File: src/rtl/muldiv_unit.sv
// Iterative 32-bit multiply/divide unit with architectural HI/LO registers.
// One radix-2 step per cycle, 32 steps, then a sign-fixup cycle that commits HI/LO.
module muldiv_unit (
   input  logic        clk,
   input  logic        reset,
   input  logic        start,
   input  logic [1:0]  op,
   input  logic [31:0] rs_data,
   input  logic [31:0] rt_data,
   input  logic        hi_we,
   input  logic        lo_we,
   input  logic [31:0] wdata,
   output logic [31:0] hi,
   output logic [31:0] lo,
   output logic        busy,
   output logic        done
);

   // state | meaning
   // IDLE  | HI/LO stable, accepts start or MTHI/MTLO
   // CALC  | 32 shift-add / restoring-divide iterations
   // FIX   | apply result signs and commit HI/LO
   typedef enum logic [1:0] {S_IDLE, S_CALC, S_FIX} state_t;

   state_t      r_state, w_next;
   logic [4:0]  r_cnt;
   logic        r_is_div;
   logic        r_sign_q;
   logic        r_sign_r;
   logic [31:0] r_acc_hi;
   logic [31:0] r_acc_lo;
   logic [31:0] r_b;
   logic [31:0] r_hi;
   logic [31:0] r_lo;
   logic        r_done;

   logic        w_signed;
   logic [31:0] w_a_mag;
   logic [31:0] w_b_mag;
   logic [32:0] w_mul_sum;
   logic [32:0] w_div_shift;
   logic [32:0] w_div_diff;
   logic [63:0] w_prod;
   logic [63:0] w_prod_fix;
   logic [31:0] w_quo_fix;
   logic [31:0] w_rem_fix;

   assign w_signed = ~op[0];
   assign w_a_mag  = (w_signed && rs_data[31]) ? -rs_data : rs_data;
   assign w_b_mag  = (w_signed && rt_data[31]) ? -rt_data : rt_data;

   // Multiply: acc_lo holds the shrinking multiplier, acc_hi the partial product.
   assign w_mul_sum   = {1'b0, r_acc_hi} + (r_acc_lo[0] ? {1'b0, r_b} : 33'd0);
   // Divide: acc_lo holds the dividend shifting into quotient, acc_hi the remainder.
   assign w_div_shift = {r_acc_hi, r_acc_lo[31]};
   assign w_div_diff  = w_div_shift - {1'b0, r_b};

   assign w_prod      = {r_acc_hi, r_acc_lo};
   assign w_prod_fix  = r_sign_q ? -w_prod : w_prod;
   // With a zero divisor every trial subtract succeeds, so the remainder ends up
   // as |rs|; negating by the rs sign restores the original rs for HI.
   assign w_quo_fix   = (r_b == 32'd0) ? 32'hFFFF_FFFF : (r_sign_q ? -r_acc_lo : r_acc_lo);
   assign w_rem_fix   = r_sign_r ? -r_acc_hi : r_acc_hi;

   always_ff @(posedge clk or posedge reset) begin
      if (reset) r_state <= S_IDLE;
      else       r_state <= w_next;
   end

   always_comb begin
      w_next = r_state;
      case (r_state)
         S_IDLE:  if (start) w_next = S_CALC;
         S_CALC:  if (r_cnt == 5'd0) w_next = S_FIX;
         S_FIX:   w_next = S_IDLE;
         default: w_next = S_IDLE;
      endcase
   end

   always_ff @(posedge clk or posedge reset) begin
      if (reset) begin
         r_cnt    <= 5'd0;
         r_is_div <= 1'b0;
         r_sign_q <= 1'b0;
         r_sign_r <= 1'b0;
         r_acc_hi <= 32'd0;
         r_acc_lo <= 32'd0;
         r_b      <= 32'd0;
         r_hi     <= 32'd0;
         r_lo     <= 32'd0;
         r_done   <= 1'b0;
      end else begin
         r_done <= 1'b0;
         case (r_state)
            S_IDLE: begin
               if (start) begin
                  r_cnt    <= 5'd31;
                  r_is_div <= op[1];
                  r_sign_q <= w_signed & (rs_data[31] ^ rt_data[31]);
                  r_sign_r <= w_signed & rs_data[31];
                  r_acc_hi <= 32'd0;
                  r_acc_lo <= w_a_mag;
                  r_b      <= w_b_mag;
                  if (!op[1]) begin
                     r_acc_lo <= w_b_mag;
                     r_b      <= w_a_mag;
                  end
               end else begin
                  if (hi_we) r_hi <= wdata;
                  if (lo_we) r_lo <= wdata;
               end
            end
            S_CALC: begin
               r_cnt <= r_cnt - 5'd1;
               if (r_is_div) begin
                  if (!w_div_diff[32]) begin
                     r_acc_hi <= w_div_diff[31:0];
                     r_acc_lo <= {r_acc_lo[30:0], 1'b1};
                  end else begin
                     r_acc_hi <= w_div_shift[31:0];
                     r_acc_lo <= {r_acc_lo[30:0], 1'b0};
                  end
               end else begin
                  r_acc_hi <= w_mul_sum[32:1];
                  r_acc_lo <= {w_mul_sum[0], r_acc_lo[31:1]};
               end
            end
            S_FIX: begin
               r_done <= 1'b1;
               if (r_is_div) begin
                  r_hi <= w_rem_fix;
                  r_lo <= w_quo_fix;
               end else begin
                  r_hi <= w_prod_fix[63:32];
                  r_lo <= w_prod_fix[31:0];
               end
            end
            default: ;
         endcase
      end
   end

   assign hi   = r_hi;
   assign lo   = r_lo;
   assign busy = (r_state != S_IDLE);
   assign done = r_done;

endmodule
File: config.mk
export PLATFORM = sky130hd
export DESIGN_NAME = muldiv_unit
export DESIGN_NICKNAME = d
export VERILOG_FILES = /design/src/rtl/muldiv_unit.sv
export SDC_FILE = /design/constraint.sdc
export NUM_CORES = 1
export LEC_CHECK = 0
export ABC_AREA = 1
export CAP_MARGIN = 15
export CORE_MARGIN = 2
export CORE_UTILIZATION = 40
export DETAILED_ROUTE_END_ITERATION = 10
export GPL_TIMING_DRIVEN = 1
export PLACE_DENSITY_LB_ADDON = 0.15
export SYNTH_ARGS = -nofsm -noshare
export SYNTH_HDL_FRONTEND = slang
export SYNTH_SLANG_ARGS = --single-unit
File: constraint.sdc
create_clock -name clk -period 6.1 [get_ports clk]
set_clock_uncertainty 0.15 [all_clocks]
set_input_delay 0.61 -clock clk [delete_from_list [all_inputs] [get_ports clk]]
set_output_delay 0.61 -clock clk [all_outputs]
set_load 0.02 [all_outputs]
==> results of run 1 <==
## power groups by stage
stage	clock, mW	combinational (mW)	sequential, mW
6_report	1.17	9.00	2.59
5_1_grt	1.22	10.0	2.63
4_1_cts	1.18	8.83	2.54
3_5_place_dp	0	8.79	2.56
3_3_place_gp	0	8.76	2.55
2_1_floorplan	0	5.98	2.40
## cell families after synthesis
group / count (synthesis)
AO/OA/AOI/OAI: 460
XOR/XNOR: 67
buffers and inverters: 527
flip-flops: 171
adder cells (fa/ha/maj): 72
AND/OR/NAND/NOR: 1684
## layout by cell type (no fill, tap or decap), types with 17 or more instances in the layout
master,instances
nand2_1,949
xnor2_1,20
nand4_1,33
nand2_2,19
clkbuf_16,17
dfrtp_1,170
xor2_1,47
inv_1,417
o211ai_1,38
clkdlybuf4s50_1,168
nor2_1,251
o21bai_1,18
nor3_1,36
nand3_1,331
o21ai_0,184
a21oi_1,149
ha_1,70
## layer usage
metal | vias to the layer above | track usage [%]
met5 | - | 0
met4 | 2 | 14.42
met3 | 125 | 5.316
met2 | 879 | 49.98
met1 | 9466 | 47.04
li1 | 9864 | -
## synth_stat cells, types with 9 or more instances
master	count	area, um^2
a21oi_1	150	750.7
a31oi_1	15	93.84
buf_1	10	37.54
buf_2	15	75.07
clkbuf_1	64	240.2
dfrtp_1	171	4279
ha_1	70	875.8
inv_1	419	1573
inv_2	12	45.04
nand2_1	949	3562
nand2_2	19	118.9
nand3_1	331	1657
nand3b_1	11	82.58
nand4_1	33	206.5
nor2_1	253	949.7
nor2_2	14	87.58
nor3_1	36	180.2
nor4_1	10	62.56
o2111ai_1	15	131.4
o211ai_1	38	285.3
o21ai_0	184	920.9
o21bai_1	18	135.1
or2_2	9	56.30
xnor2_1	20	175.2
xor2_1	47	411.6
## state kept, by name, indices dropped and copies added, names as in the netlist, 2 cells and up
register	count
hi	32
lo	32
r_acc_hi	32
r_acc_lo	32
r_b	32
r_cnt	5
r_state	2
## final cells by class
class | count | area [um^2]
sequential | 171 | 4280
clock inverter | 15 | 173.9
fill | 4709 | 22850
timing repair buffer | 184 | 1814
tap | 585 | 732.0
inverter | 432 | 1627
multi-input combinational | 2283 | 11270
clock buffer | 17 | 425.4
## per-stage QoR
step	hold WS, ns	setup WS (ns)	area (um^2)	utilization (%)	instances
2_1_floorplan	0.3027	0.7082	17570	-	2981
3_3_place_gp	0.3216	2.429	19730	45.69	3655
3_5_place_dp	0.3257	2.369	19730	45.69	3655
4_1_cts	0.3453	2.524	20320	47.08	3687
5_1_grt	0.3729	2.199	20320	47.08	3687
6_report	0.3373	2.485	20320	47.08	3687
## critical path, stage by stage (launching register included)
cell	delay, ns
dfrtp_1	0.41
inv_1	0.14
ha_1	0.25
fa_1	0.40
inv_1	0.07
nand2_1	0.08
nand2_1	0.13
nand3_1	0.11
nand2_2	0.15
nand2_1	0.08
nand2_2	0.09
nand2_2	0.07
nand3_1	0.08
nand2_2	0.46
nor2_1	0.48
nand2_1	0.12
nand3_1	0.10
o21ai_0	0.09
## worst max-delay path by stage
stage	start	depth (start not counted)	slack, ns	to
floorplan	reset	1	0.71	done
global placement	start	10	2.43	r_acc_lo[0]
detailed placement	start	10	2.37	r_acc_lo[0]
CTS	r_acc_hi[25]	15	2.52	r_acc_hi[5]
global route	r_acc_hi[25]	15	2.20	r_acc_hi[5]
finish	r_acc_lo[31]	17	2.49	r_acc_hi[5]
==> impl_metrics.py, run 1 <==
metrics = {
    "run_status": {
        "status": "completed",
    },
    "power_and_ir_drop": {
        "powerDensity_nw_per_um2": 627.5,
        "swShare_pct": 58.18,
        "clkPwrFrac_pct": 9.1,
        "ir_worst_vdd_mv": 0.4655,
        "leakagePower_nw": 10.02,
        "comb_power_share_pct": 70.6,
        "finalPower_mw": 12.75,
        "switching_power_mw": 7.420,
        "internal_power_mw": 5.333,
        "power_frac_seq_pct": 20.3,
    },
    "routing": {
        "remaining_drc_errors": 0,
        "via_count": 20340,
        "route.met3.wl_mm": 6.065,
        "ant_nets": 0,
        "vias_per_cell": 5.516,
        "wl_met2_mm": 32.60,
        "top_layer": "met5",
        "detail_route.wl_per_cell_um": 20.73,
        "drt_iter0_markers": 2070,
        "first_pass_iters": 6,
        "met1_length_mm": 34.50,
        "routed_wl_mm": 76.44,
    },
    "final_layout": {
        "nets": 3264,
        "antenna_cells": 0,
        "area_growth_pct": 15.69,
        "drive_gt1_share_pct": 3.868,
    },
    "cts": {
        "postCtsSetupBuffers": 0,
        "cts_buffers": 17,
        "clockBufferDepth": 2,
        "cts_max_level": 4,
        "cts_hold_buf": 0,
        "clk_pin_slew_ns": 0.08,
        "cts_root_buffer": "clkbuf_16",
        "cts_tree": "yes",
        "post_cts_resized": 0,
        "clk_latency_ns": 0.47,
        "numClockSinks": 171,
    },
    "yosys": {
        "synthAdderAreaFrac_pct": 5.213,
        "synth-simple-area-share_pct": 40.65,
        "seq_area_frac_synth_pct": 24.36,
        "synth_compound_area_share_pct": 14.85,
        "synthArstFlopShare_pct": 100.0,
        "ys.flop_type": "dfrtp_1",
        "synth_top_family_by_area": "simple AND/OR/NAND/NOR gates",
        "synth_warnings": 0,
        "synthMuxAreaShare_pct": 0,
        "synth_seq_cells": 171,
        "synth.distinct_cells": 51,
        "syn_inst": 2981,
        "synth_nets": 3156,
        "synth_edf_count": 0,
        "synth_xor_area_share_pct": 3.340,
        "syn_area_per_cell_um2": 5.893,
        "netlist_area_um2": 17570,
    },
    "placed_design": {
        "dp_hpwl_mm": 62.18,
        "port_buffers": 168,
        "place_congestion": 0.9746,
    },
    "critical_path": {
        "cp_max_fo": 32,
        "r2r-end": "r_acc_hi[5]",
        "end_kind": "register",
        "path_class": "register to register",
        "r2r_cells": 17,
        "startpoint_type": "register",
        "rr_startpoint": "r_acc_lo[31]",
        "critPathRequiredTime_ns": 6.27,
        "regToRegSetupSlack_ns": 2.49,
        "arrival_ns": 3.78,
    },
    "timing": {
        "slew_headroom_pct": 31.38,
        "post-route-min-period_ns": 3.615,
        "fin_crit_sh_pct": 59.26,
        "tightest_slew_ns": 1.025,
        "final-setup-viol-count": 0,
        "drv_slew": 0,
        "finalSetupTns_ns": 0,
        "clock.fmax_mhz": 276.6,
        "rsz0062_at_grt": "no",
        "finalHoldViolations": 0,
    },
    "grt": {
        "grt_pass1_vias": 18740,
        "grt_pass1_wl_mm": 113.6,
        "grt_max_degree": 172,
        "grt_antenna_before_repair": 1,
        "grt_overflow": 0,
        "gr-usage-all-layers_pct": 33.25,
    },
    "min_path": {
        "hold_class": "register to register",
        "hold_path_end": "lo[0]",
        "holdPathStages": 2,
        "holdCritStartpoint": "lo[0]",
    },
    "die": {
        "core_area_um2": 43170,
        "initial_core_util_pct": 40.69,
        "die-height_um": 213.6,
        "die_area_um2": 45610,
        "die_w_um": 213.6,
        "std_cell_rows": 76,
        "pin_count": 169,
    },
    "run": {
        "drv_cap": 0,
    },
}
No activity file was read; power rests on OpenSTA's default activity.
==> run 2: changes to the inputs <==
Clock period 6.1 ns to 3.3 ns, I/O delays scaled along.
==> run 2 against run 1 <==
  * Via count rose by 2.0%
  * Combinational power rose by 98%
  * Core utilization rose by 1.4 points
  * Count of clock-buffer cells in the layout did not move
  * Worst hold slack got worse by 0.17 ns
  * Die area did not move
  * Wire length rose by 3.3%
==> impl_metrics.py, run 2 (synthesis results as in run 1) <==
metrics = {
    "run_status": {
        "status": "completed",
    },
    "power_and_ir_drop": {
        "power_frac_seq_pct": 18.2,
        "comb_power_share_pct": 72.8,
        "clkPwrFrac_pct": 9.0,
        "switching_power_mw": 14.07,
        "internal_power_mw": 10.43,
        "leakagePower_nw": 10.37,
        "swShare_pct": 57.44,
        "powerDensity_nw_per_um2": 1172,
        "ir_worst_vdd_mv": 0.5350,
        "finalPower_mw": 24.50,
    },
    "grt": {
        "grt_pass1_vias": 19370,
        "gr-usage-all-layers_pct": 34.72,
        "grt_pass1_wl_mm": 118.0,
        "grt_overflow": 0,
        "grt_max_degree": 74,
        "grt_antenna_before_repair": 0,
    },
    "cts": {
        "clk_pin_slew_ns": 0.08,
        "cts_root_buffer": "clkbuf_16",
        "numClockSinks": 171,
        "cts_max_level": 4,
        "cts_tree": "yes",
        "clockBufferDepth": 2,
        "clk_latency_ns": 0.48,
        "cts_buffers": 17,
    },
    "routing": {
        "detail_route.wl_per_cell_um": 21.04,
        "vias_per_cell": 5.528,
        "first_pass_iters": 8,
        "via_count": 20750,
        "remaining_drc_errors": 0,
        "routed_wl_mm": 79.00,
        "ant_nets": 0,
        "drt_iter0_markers": 2299,
    },
    "timing": {
        "fin_crit_sh_pct": 94.22,
        "tightest_slew_ns": 1.066,
        "rsz0062_at_grt": "no",
        "clock.fmax_mhz": 321.6,
        "final-setup-viol-count": 0,
        "slew_headroom_pct": 28.66,
        "hold_slack_ns": 0.1686,
        "finalHoldViolations": 0,
        "finalSetupTns_ns": 0,
        "post-route-min-period_ns": 3.109,
        "drv_slew": 0,
    },
    "placed_design": {
        "dp.cells": 3716,
        "port_buffers": 168,
        "postPlaceCellArea_um2": 20240,
        "place_congestion": 0.9825,
        "dp_hpwl_mm": 65.09,
    },
    "die": {
        "die_w_um": 213.6,
        "pin_count": 169,
        "core_area_um2": 43170,
        "std_cell_rows": 76,
        "die_area_um2": 45610,
        "initial_core_util_pct": 40.69,
        "die-height_um": 213.6,
    },
    "run": {
        "drv_cap": 0,
    },
    "final_layout": {
        "final_common_cell": "nand2_1",
        "nets": 3331,
        "stdcell_count": 3754,
        "layout_common_cells": "949 x nand2_1, 417 x inv_1, 331 x nand3_1, 250 x nor2_1, 184 x o21ai_0",
        "area_growth_pct": 19.01,
        "antenna_cells": 0,
        "drive_gt1_share_pct": 5.932,
        "finalInstanceArea_um2": 20910,
    },
    "critical_path": {
        "arrival_ns": 3.28,
        "cp_max_fo": 7,
        "path_class": "register to register",
        "critPathRequiredTime_ns": 3.47,
        "startpoint_type": "register",
        "end_kind": "register",
    },
    "min_path": {
        "hold_class": "input port to async pin",
    },
}
==> run 2: cell count changes in the layout (fill, tap and decap cells not counted) <==
cell | previous run | this run
nor2_1 | 251 | 250
inv_8 | 4 | 2
clkinv_8 | 0 | 2
inv_6 | 6 | 3
nand2_4 | 0 | 1
nor2_2 | 14 | 15
nand2_2 | 19 | 18
clkinv_4 | 0 | 3
buf_4 | 15 | 77
buf_12 | 1 | 6
==> run 2: per-stage QoR <==
stage          util, %  worst slack [ns]
2_1_floorplan        -            0.5190
3_3_place_gp     46.89            0.1497
3_5_place_dp     46.89           0.08718
4_1_cts          48.31           0.07423
5_1_grt          48.43           0.01263
6_report         48.43            0.1908
==> run 2: final timing paths <==
kind                        startpoint           end  slack [ns]  depth (start not counted)
min in group clk                 lo[0]         lo[0]        0.33                          2
min reg2reg                      lo[0]         lo[0]        0.33                          2
min                              reset    r_state[1]        0.17                          2
max reg2reg                r_acc_lo[0]        lo[29]        0.19                         11
max in group asynchronous        reset  r_acc_hi[31]        2.09                          3
max                        r_acc_lo[0]        lo[29]        0.19                         11
==> run 2: critical path: stages (launching register included) <==
cell      delay (ns)
dfrtp_1         0.48
buf_4           0.20
nor3_2          0.33
nand2_2         0.15
nor2_2          0.17
nand2_1         0.10
nor2_1          0.57
nor2_1          0.12
nand2_1         0.09
nand2_1         0.05
o21ai_0         0.40
o211ai_1        0.14
==> run 2: what timing repair did <==
action	4_1_cts	5_1_grt
resized for setup	0	2
endpoints found under the setup margin	0	21
hold buffers	0	0
buffers inserted	0	6
==> run 2: layer usage <==
metal / wire (um) / share of wire, % / up-vias / track usage [%]
li1: - / - / 9989 / -
met5: 0 / 0 / - / 0
met2: 34250 / 43 / 988 / 53.27
met1: 34630 / 44 / 9653 / 48.70
met4: 2937 / 3.7 / 0 / 12.95
met3: 7181 / 9.1 / 121 / 6.078
==> run 2: cell type report <==
type,count,area [um^2]
inverter,432,1625
timing repair buffer,251,2380
sequential,171,4280
clock inverter,15,185.2
multi-input combinational,2283,11280
clock buffer,17,425.4
fill,4693,22260
tap,585,732.0
==> run 2: power by group through the flow <==
stage | logic [mW] | registers [mW] | clock network, mW
after global routing | 19.8 | 4.52 | 2.30
after floorplan | 11.0 | 4.44 | 0
after CTS | 17.3 | 4.39 | 2.21
final | 17.8 | 4.46 | 2.20
after detailed placement | 17.3 | 4.42 | 0
after global placement | 17.2 | 4.40 | 0
==> run 3: changes to the inputs <==
Settings changed: ABC_CLOCK_PERIOD_IN_PS set to 3300, CAP_MARGIN 15 to unset, CORE_MARGIN 2 to 4.
==> run 3 against run 2 <==
  * Wire length rose by 0.11%
  * Total power fell by 0.46%
  * Sequential cell count stayed put
  * First-iteration DRC count increased by 5.7%
  * Die area grew 3.8%
  * Clock power shrank 4%
  * Core utilization decreased by 0.11 points
  * Fmax is 2.6% higher
  * Sequential share of layout area did not move
  * Critical path depth rose by 7
  * Largest cell class unchanged
  * Largest power group unchanged
==> impl_metrics.py, run 3 (synthesis results as in run 1) <==
metrics = {
    "run_status": {
        "status": "completed",
    },
    "placed_design": {
        "place_congestion": 0.9747,
        "postPlaceCellArea_um2": 20290,
        "port_buffers": 168,
        "dp.cells": 3722,
        "dp_hpwl_mm": 65.72,
        "post-place-ws_ns": 0.1432,
    },
    "final_layout": {
        "drive_gt1_share_pct": 6.051,
        "nets": 3335,
        "area_growth_pct": 19.01,
        "layout_common_cells": "949 x nand2_1, 417 x inv_1, 331 x nand3_1, 250 x nor2_1, 184 x o21ai_0",
        "finalInstanceArea_um2": 20910,
        "final_common_cell": "nand2_1",
        "stdcell_count": 3758,
        "utilization_pct": 48.32,
        "antenna_cells": 0,
    },
    "power_and_ir_drop": {
        "finalPower_mw": 24.39,
        "ir_worst_vdd_mv": 0.5581,
        "powerDensity_nw_per_um2": 1167,
        "leakagePower_nw": 10.38,
    },
    "timing": {
        "clock.fmax_mhz": 329.9,
        "finalSetupTns_ns": 0,
        "post-route-min-period_ns": 3.031,
        "hold_slack_ns": 0.1962,
        "fin_crit_sh_pct": 91.85,
        "rsz0062_at_grt": "no",
        "finalHoldViolations": 0,
        "slew_headroom_pct": 21.16,
        "fin_ws_ns": 0.2690,
        "tightest_slew_ns": 1.178,
        "drv_slew": 0,
        "final-setup-viol-count": 0,
    },
    "critical_path": {
        "path_class": "register to register",
        "startpoint_type": "register",
        "r2r_cells": 18,
        "slowest_stage": "dfrtp_1",
        "cp_max_fo": 10,
        "critPathMaxStageDelay_ns": 0.45,
        "worstPathCellList": "inv_1, ha_1, fa_1, inv_1, nand2_1, nand2_1, nand3_1, nand2_2, nand2_1, nand2_2, nand2_2, nand2_2, nand2_1, nand2_4, buf_4, nand3_1, nand3_1, o21ai_0",
        "critPathRequiredTime_ns": 3.50,
        "end_kind": "register",
        "arrival_ns": 3.23,
    },
    "routing": {
        "routed_wl_mm": 79.09,
        "detail_route.wl_per_cell_um": 21.05,
        "vias_per_cell": 5.512,
        "drt_iter0_markers": 2431,
        "remaining_drc_errors": 0,
        "ant_nets": 0,
        "first_pass_iters": 7,
        "via_count": 20710,
    },
    "grt": {
        "grt_antenna_before_repair": 0,
        "grt_pass1_wl_mm": 117.4,
        "grt_max_degree": 74,
        "gr-usage-all-layers_pct": 32.35,
        "grt_pass1_vias": 18920,
        "grt_overflow": 0,
    },
    "die": {
        "core_area_um2": 43270,
        "initial_core_util_pct": 40.60,
        "die_area_um2": 47340,
        "pin_count": 169,
        "std_cell_rows": 76,
        "die_w_um": 217.6,
        "die-height_um": 217.6,
    },
    "cts": {
        "cts_root_buffer": "clkbuf_16",
        "clk_pin_slew_ns": 0.08,
        "clockBufferDepth": 2,
        "clk_latency_ns": 0.48,
        "cts_buffers": 17,
        "cts_max_level": 4,
        "numClockSinks": 171,
        "cts_tree": "yes",
    },
    "min_path": {
        "hold_class": "input port to async pin",
    },
    "run": {
        "drv_cap": 0,
    },
}
## run 3: changes by cell type in the layout (fill, tap and decap cells not counted), sizes merged
cell / before / now
inv: 435 / 438
buf: 83 / 87
clkinv: 8 / 7
bufinv: 2 / 1
clkinvlp: 2 / 1
## run 3: cell type report
type	count	area (um^2)
clock inverter	15	155.1
clock buffer	17	425.4
fill	4653	22360
multi-input combinational	2283	11280
inverter	432	1625
sequential	171	4280
tap	585	732.0
timing repair buffer	255	2410
## run 3: timing repair
item	CTS	global route
setup endpoints to repair	0	19
resized for setup	0	2
hold buffers	0	0
buffers inserted	0	4
## run 3: power breakdown
| part | total (mW) | switching, mW | internal [mW] | leakage (nW) |
|---|---|---|---|---|
| registers | 4.27 | 1.08 | 3.19 | 2.03 |
| logic | 18.0 | 11.9 | 6.12 | 8.06 |
| clock network | 2.12 | 1.05 | 1.07 | 0.291 |
## run 3: critical path, delay by kind of cell (launching register included)
| family | cells | cell delay (ns) |
|---|---|---|
| AO/OA/AOI/OAI | 1 | 0.09 |
| buffers and inverters | 3 | 0.35 |
| flip-flops | 1 | 0.45 |
| AND/OR/NAND/NOR | 12 | 1.19 |
| adder cells (fa/ha/maj) | 2 | 0.66 |
## run 3: worst paths after layout
kind	from	endpoint	slack [ns]
worst max-delay path	r_acc_lo[31]	r_acc_hi[8]	0.27
worst min-delay path	reset	hi[4]	0.20
worst max register to register	r_acc_lo[31]	r_acc_hi[8]	0.27
worst min register to register	lo[1]	lo[1]	0.34
max in group asynchronous	reset	r_acc_hi[30]	2.06
min in group clk	wdata[13]	lo[13]	0.33
## run 3: per-layer routing
metal	vias up	global-route usage, %	share of wire [%]
met4	0	9.286	2.9
met3	102	4.250	7.5
met2	916	50.39	44
met1	9702	47.00	45
li1	9993	-	-
met5	-	0	0
